[src/rtl/l2cache_req_arbiter_pkg.sv]
// Shared encodings for the L2 request arbiter: request source codes, FSM states,
// transaction owners and the latched request payload.
package l2cache_req_arbiter_pkg;

  localparam logic [1:0] FROM_OP_PREF = 2'd0;
  localparam logic [1:0] FROM_I       = 2'd1;
  localparam logic [1:0] FROM_DR      = 2'd2;
  localparam logic [1:0] FROM_DW      = 2'd3;

  typedef enum logic [1:0] {
    ST_IDLE      = 2'd0,
    ST_ISSUE     = 2'd1,
    ST_WAIT_DATA = 2'd2,
    ST_WAIT_ACK  = 2'd3
  } arb_state_e;

  typedef enum logic [2:0] {
    OWNER_NONE = 3'd0,
    OWNER_OP   = 3'd1,
    OWNER_D    = 3'd2,
    OWNER_I    = 3'd3,
    OWNER_P    = 3'd4
  } arb_owner_e;

  typedef struct packed {
    logic        opflag;
    logic [31:0] opcode;
    logic [1:0]  from;
    logic [31:0] addr;
    logic [31:0] wdata;
    logic [3:0]  wstrb;
    logic [1:0]  size;
    logic        suc;
  } l2_payload_t;

endpackage

[src/rtl/l2cache_req_arbiter_age_cnt.sv]
// Saturating aging counter: counts lost arbitrations of one requester,
// cleared when that requester is granted.
module l2arb_age_cnt #(
  parameter int CNT_W = 4
) (
  input  logic             clk,
  input  logic             rstn,
  input  logic             inc_i,
  input  logic             clr_i,
  output logic [CNT_W-1:0] cnt_o
);

  logic [CNT_W-1:0] cnt_q, cnt_d;

  always_comb begin
    cnt_d = cnt_q;
    if (clr_i)
      cnt_d = '0;
    else if (inc_i && (cnt_q != '1))
      cnt_d = cnt_q + CNT_W'(1);
  end

  always_ff @(posedge clk) begin
    if (!rstn)
      cnt_q <= '0;
    else
      cnt_q <= cnt_d;
  end

  assign cnt_o = cnt_q;

endmodule

[src/rtl/l2cache_req_arbiter.sv]
// Arbitrates the single L2 request port between cache-op pipe, Dcache, Icache and
// prefetcher with a registered grant and aging, and tracks the one outstanding transaction.
module l2cache_req_arbiter
  import l2cache_req_arbiter_pkg::*;
#(
  parameter int STARVE_LIMIT = 8,
  parameter int CNT_W        = 4
) (
  input  logic        clk,
  input  logic        rstn,
  input  logic        op_req_i,
  input  logic [31:0] op_code_i,
  input  logic [31:0] op_addr_i,
  output logic        op_ack_o,
  input  logic        d_req_i,
  input  logic        d_wr_i,
  input  logic [31:0] d_addr_i,
  input  logic [31:0] d_wdata_i,
  input  logic [3:0]  d_wstrb_i,
  input  logic [1:0]  d_size_i,
  input  logic        d_suc_i,
  output logic        d_addr_ok_o,
  output logic        d_data_ok_o,
  input  logic        i_req_i,
  input  logic [31:0] i_addr_i,
  input  logic        i_flush_i,
  output logic        i_addr_ok_o,
  output logic        i_data_ok_o,
  input  logic        p_req_i,
  input  logic [31:0] p_addr_i,
  output logic        p_addr_ok_o,
  output logic        p_done_o,
  output logic        l2_req_o,
  output logic [1:0]  l2_from_o,
  output logic        l2_opflag_o,
  output logic [31:0] l2_opcode_o,
  output logic [31:0] l2_addr_o,
  output logic [31:0] l2_wdata_o,
  output logic [3:0]  l2_wstrb_o,
  output logic [1:0]  l2_size_o,
  output logic        l2_suc_o,
  input  logic        l2_addr_ok_i,
  input  logic        l2_data_ok_i,
  input  logic        l2_ack_op_i
);

  localparam logic [CNT_W-1:0] AGE_LIMIT = CNT_W'(STARVE_LIMIT);

  arb_state_e  state_q, state_d;
  arb_owner_e  owner_q, owner_d;
  arb_owner_e  win;
  l2_payload_t pay_q, pay_d;
  logic        drop_q, drop_d;
  logic        d_aok_q, i_aok_q, p_aok_q;
  logic        grant;
  logic        i_inc, i_clr, p_inc, p_clr;
  logic [CNT_W-1:0] i_age, p_age;

  // A starved requester (I first, then pref) is promoted above D but never above op.
  always_comb begin
    win = OWNER_NONE;
    if (op_req_i)                            win = OWNER_OP;
    else if (i_req_i && (i_age >= AGE_LIMIT)) win = OWNER_I;
    else if (p_req_i && (p_age >= AGE_LIMIT)) win = OWNER_P;
    else if (d_req_i)                        win = OWNER_D;
    else if (i_req_i)                        win = OWNER_I;
    else if (p_req_i)                        win = OWNER_P;
  end

  assign grant = (state_q == ST_IDLE) && (win != OWNER_NONE);
  assign i_clr = grant && (win == OWNER_I);
  assign i_inc = grant && i_req_i && (win != OWNER_I);
  assign p_clr = grant && (win == OWNER_P);
  assign p_inc = grant && p_req_i && (win != OWNER_P);

  l2arb_age_cnt #(.CNT_W(CNT_W)) u_i_age (
    .clk   (clk),
    .rstn  (rstn),
    .inc_i (i_inc),
    .clr_i (i_clr),
    .cnt_o (i_age)
  );

  l2arb_age_cnt #(.CNT_W(CNT_W)) u_p_age (
    .clk   (clk),
    .rstn  (rstn),
    .inc_i (p_inc),
    .clr_i (p_clr),
    .cnt_o (p_age)
  );

  always_ff @(posedge clk) begin
    if (!rstn) begin
      state_q <= ST_IDLE;
      owner_q <= OWNER_NONE;
      pay_q   <= '0;
      drop_q  <= 1'b0;
      d_aok_q <= 1'b0;
      i_aok_q <= 1'b0;
      p_aok_q <= 1'b0;
    end else begin
      state_q <= state_d;
      owner_q <= owner_d;
      pay_q   <= pay_d;
      drop_q  <= drop_d;
      d_aok_q <= grant && (win == OWNER_D);
      i_aok_q <= grant && (win == OWNER_I);
      p_aok_q <= grant && (win == OWNER_P);
    end
  end

  always_comb begin
    state_d = state_q;
    case (state_q)
      ST_IDLE:      if (grant) state_d = ST_ISSUE;
      ST_ISSUE:     if (l2_addr_ok_i)
                      state_d = (owner_q == OWNER_OP) ? ST_WAIT_ACK : ST_WAIT_DATA;
      ST_WAIT_DATA: if (l2_data_ok_i) state_d = ST_IDLE;
      ST_WAIT_ACK:  if (l2_ack_op_i)  state_d = ST_IDLE;
      default:      state_d = ST_IDLE;
    endcase
  end

  always_comb begin
    owner_d = owner_q;
    pay_d   = pay_q;
    drop_d  = drop_q;
    if (grant) begin
      owner_d = win;
      pay_d   = '0;
      case (win)
        OWNER_OP: begin
          pay_d.opflag = 1'b1;
          pay_d.opcode = op_code_i;
          pay_d.addr   = op_addr_i;
          pay_d.from   = FROM_OP_PREF;
        end
        OWNER_D: begin
          pay_d.from  = d_wr_i ? FROM_DW : FROM_DR;
          pay_d.addr  = d_addr_i;
          pay_d.wdata = d_wdata_i;
          pay_d.wstrb = d_wstrb_i;
          pay_d.size  = d_size_i;
          pay_d.suc   = d_suc_i;
        end
        OWNER_I: begin
          pay_d.from = FROM_I;
          pay_d.addr = i_addr_i;
        end
        OWNER_P: begin
          pay_d.from = FROM_OP_PREF;
          pay_d.addr = p_addr_i;
        end
        default: ;
      endcase
    end
    if (i_flush_i && (owner_q == OWNER_I) &&
        ((state_q == ST_ISSUE) || (state_q == ST_WAIT_DATA)))
      drop_d = 1'b1;
    if (state_d == ST_IDLE) begin
      owner_d = OWNER_NONE;
      drop_d  = 1'b0;
    end
  end

  always_comb begin
    l2_req_o    = (state_q == ST_ISSUE);
    l2_from_o   = pay_q.from;
    l2_opflag_o = pay_q.opflag;
    l2_opcode_o = pay_q.opcode;
    l2_addr_o   = pay_q.addr;
    l2_wdata_o  = pay_q.wdata;
    l2_wstrb_o  = pay_q.wstrb;
    l2_size_o   = pay_q.size;
    l2_suc_o    = pay_q.suc;
    d_addr_ok_o = d_aok_q;
    i_addr_ok_o = i_aok_q;
    p_addr_ok_o = p_aok_q;
    d_data_ok_o = (state_q == ST_WAIT_DATA) && (owner_q == OWNER_D) && l2_data_ok_i;
    i_data_ok_o = (state_q == ST_WAIT_DATA) && (owner_q == OWNER_I) && l2_data_ok_i
                  && !drop_q && !i_flush_i;
    p_done_o    = (state_q == ST_WAIT_DATA) && (owner_q == OWNER_P) && l2_data_ok_i;
    op_ack_o    = (state_q == ST_WAIT_ACK) && (owner_q == OWNER_OP) && l2_ack_op_i;
  end

endmodule
[config.mk]
export PLATFORM = sky130hd
export DESIGN_NAME = l2cache_req_arbiter
export DESIGN_NICKNAME = d
export VERILOG_FILES = /design/src/rtl/l2cache_req_arbiter_pkg.sv /design/src/rtl/l2cache_req_arbiter_age_cnt.sv /design/src/rtl/l2cache_req_arbiter.sv
export SDC_FILE = /design/constraint.sdc
export NUM_CORES = 1
export LEC_CHECK = 0
export CAP_MARGIN = 20
export CORE_AREA = 2 2 126 128
export CTS_CLUSTER_DIAMETER = 80
export DETAILED_ROUTE_END_ITERATION = 8
export DIE_AREA = 0 0 128 130
export GPL_TIMING_DRIVEN = 0
export HOLD_SLACK_MARGIN = 0.02
export PLACE_DENSITY = 0.88
export SYNTH_ARGS = -nofsm -noshare
export SYNTH_HDL_FRONTEND = slang
export SYNTH_HIERARCHICAL = 1
export SYNTH_SLANG_ARGS = --single-unit
[constraint.sdc]
create_clock -name clk -period 3.06 [get_ports clk]
set_clock_uncertainty 0.1 [all_clocks]
set_input_delay 0.306 -clock clk [delete_from_list [all_inputs] [get_ports clk]]
set_output_delay 0.306 -clock clk [all_outputs]
set_load 0.02 [all_outputs]
==> results.md <==
* WP buf/inv at 3
* Post-detail-place hpwl at 16.44 mm
* Slew Viols, Final at 0
* Root buffer cell: clkbuf_16
* Post-CTS Setup Inserts at 0
* Total number of vias at 6049
* Post-CTS Hold Buffers at 0
* Most frequent cells in the layout: 322 x clkdlybuf4s50_1, 123 x dfxtp_1, 44 x inv_1
* I/O pin count at 324
* F_max at 400.5 MHz
* Unrepaired setup endpoints after global routing: false
* Initial Util at 35.23%
* Combinational share of power at 28.4%
* Clk sinks at 123
* Mapped Area at 5434 um^2
* Critical path peak fanout at 10
* CTS buffer count at 17
* GRT Total Usage at 24.41%
* Fin crit share at 81.60%
* Post-synthesis sequential area ratio at 45.31%
* Final #Nets at 1137
* Unique cell type count in the Yosys netlist at 51
* Syn nets at 796
* FILL cells at 1318
* Crit Path Class: primary input to flip-flop
* Async SR Flop Fraction at 0%
* Clk pin slew, worst setup/hold paths at 50 ps
* Post-synth EDFFs at 0
* Grt total ovfl at 0
* Synth Flop Type: dfxtp_1
* Cell Rows at 46
* CP Launch Type: primary input
* CP max stage cell: clkdlybuf4s50_1
* CTS tree: done
* Antenna violations before repair at 1
* DRT antenna net count at 0
* Vias in the first global route at 5911
* GPL Wtd Cong at 0.8682
* Std-Cell Core Area at 15420 um^2
* Clk pwr share at 38.3%
* Setup TNS at 0 ps
* Worst Path Arrival at 2710 ps
* Sequential share of power at 33.3%
* Slew @ Worst Pin at 662.3 ps
* Worst VDD drop at 0.3541 mV
* Critical-path cell list: clkdlybuf4s50_1 -> buf_2 -> clkbuf_1 -> nor2_1 -> o311a_1 -> and4b_2 -> nor3_1
* Net Sw Frac at 30.96%
* Int Power at 3.879 mW
* Routed met2 length at 10.33 mm
* Layout cell share with drive strength beyond 1 at 8.779%
* Post-CTS sizing at 0
* Pwr Density at 589.8 nW/um^2
* Run status: complete, no violations
* DR WL met3 at 2.045 mm
* Vias per inst at 5.367
* Max-Cap Viols at 0
* DRC viols at 0
* H-tree depth at 4
* Type of the worst min-delay path: primary input to flip-flop
* Yosys warnings at 6
* Die area at 16640 um^2
* Die Ht at 130 um
* Syn-to-layout area delta at 75.32%
* Fin crit period at 2497 ps
* Slew HR at 55.84%
* Worst Path Required at 3270 ps
* Die X at 128 um
* Crit end category: flip-flop
* Setup violations, final at 0
* Max incr delay on CP at 680 ps
* 1st-pass router iterations at 4
* Largest net degree at the start of global routing at 17
* Global-route wire length before repair at 31.45 mm
* Leakage at 3.670 nW
* Final Hold Viols at 0
* Worst skew pair latency at 410 ps
* M1 WL at 8.136 mm
* Post-layout util at 61.76%
* Area post-placement at 8897 um^2
* Post-Synthesis Cells at 580
* Input/output buffers at 322
* Final cell area excluding filler cells at 9527 um^2
* Switch Pwr at 1.740 mW
* Total power at 5.619 mW
* Hold slack final at 323.6 ps
* Top delay family on crit path: buffers and inverters
* DR WL/cell at 18.71 um
* Leading cell type in the layout, fill and taps excluded: clkdlybuf4s50_1
* Initial DRC count at 289
* Mean post-synth cell area at 9.369 um^2
* Synthesized flop and latch total at 123
* WL final at 21.09 mm
* Clk buf depth at 2
* Top Layer Used: met4
[stage by stage]
step	setup WS [ps]	std cells
floorplan	1194	580
global placement	238.2	1094
detailed placement	172.0	1094
CTS	527.3	1126
global route	444.1	1127
finish	563.0	1127
[cells by family (layout without fill, tap and decap cells)]
logic type	count (synthesis)	in the layout	synth area share (%)
other	0	1	0
AOI/OAI and AO/OA	237	237	32.90
and+or+nand+nor	117	117	11.90
buffers and inverters	97	451	8.496
adders and majority gates	6	6	1.381
DFF	123	123	45.31
[synthesized netlist by cell type, drive strengths merged, types with 13 or more instances]
cell	n	area, um^2
clkbuf	14	52.55
o311ai	32	280.3
inv	44	165.2
a31oi	32	200.2
nand2	37	138.9
o2bb2ai	32	280.3
o21ai	38	190.2
dfxtp	123	2462
a22o	39	341.6
a21oi	13	65.06
a22oi	34	260.3
nor2b	39	244.0
buf	39	244.0
[final cells by class]
cell class	count	area (um^2)	area share [%]
tap	192	240.2	2.522
buffer	53	296.5	3.113
multi-input combinational	360	2510	26.35
clock inverter	15	201.4	2.115
antenna	1	2.502	0.02627
timing repair buffer	322	3223	33.83
sequential	123	2462	25.85
clock buffer	17	425.4	4.465
inverter	44	165.2	1.734
[per-layer routing]
metal / vias to the layer above / global-route usage, %
li1: 2860 / -
met1: 2818 / 27.09
met2: 333 / 42.28
met3: 38 / 9.102
met4: 0 / 10.34
met5: - / 0
[sequential cells by signal, summed over array words and instances (netlist names)]
signal,count
u_i_age/cnt_o,4
i_addr_ok_o,1
owner_q,3
l2_addr_o,32
state_q,2
l2_suc_o,1
d_addr_ok_o,1
drop_q,1
l2_wdata_o,32
l2_from_o,2
l2_opcode_o,32
u_p_age/cnt_o,4
l2_opflag_o,1
p_addr_ok_o,1
l2_size_o,2
l2_wstrb_o,4
[power by group through the flow]
| stage | combinational, mW | sequential, mW | clock, mW |
|---|---|---|---|
| after floorplan | 0.609 | 2.08 | 0 |
| after global placement | 1.57 | 1.90 | 0 |
| after detailed placement | 1.59 | 1.90 | 0 |
| after CTS | 1.59 | 1.87 | 2.19 |
| after global routing | 1.71 | 1.89 | 2.26 |
| final | 1.59 | 1.87 | 2.15 |
[final timing paths]
path	startpoint	cells past startpoint	to	slack, ps
min reg2reg	l2_wdata_o[15]	1	l2_wdata_o[15]	380
max	op_req_i	7	u_p_age/cnt_o[2]	560
max reg2reg	state_q[1]	7	u_p_age/cnt_o[0]	820
min	i_req_i	4	u_i_age/cnt_o[1]	320
[worst reg2reg max path, stage by stage, from the launching register on]
cell and delay, ps:
dfxtp_1 340, inv_1 120, ha_1 300, clkbuf_1 400, o311a_1 340, inv_1 90
or3_1 340, a21oi_1 150
Power figures use the tool's default switching activity.
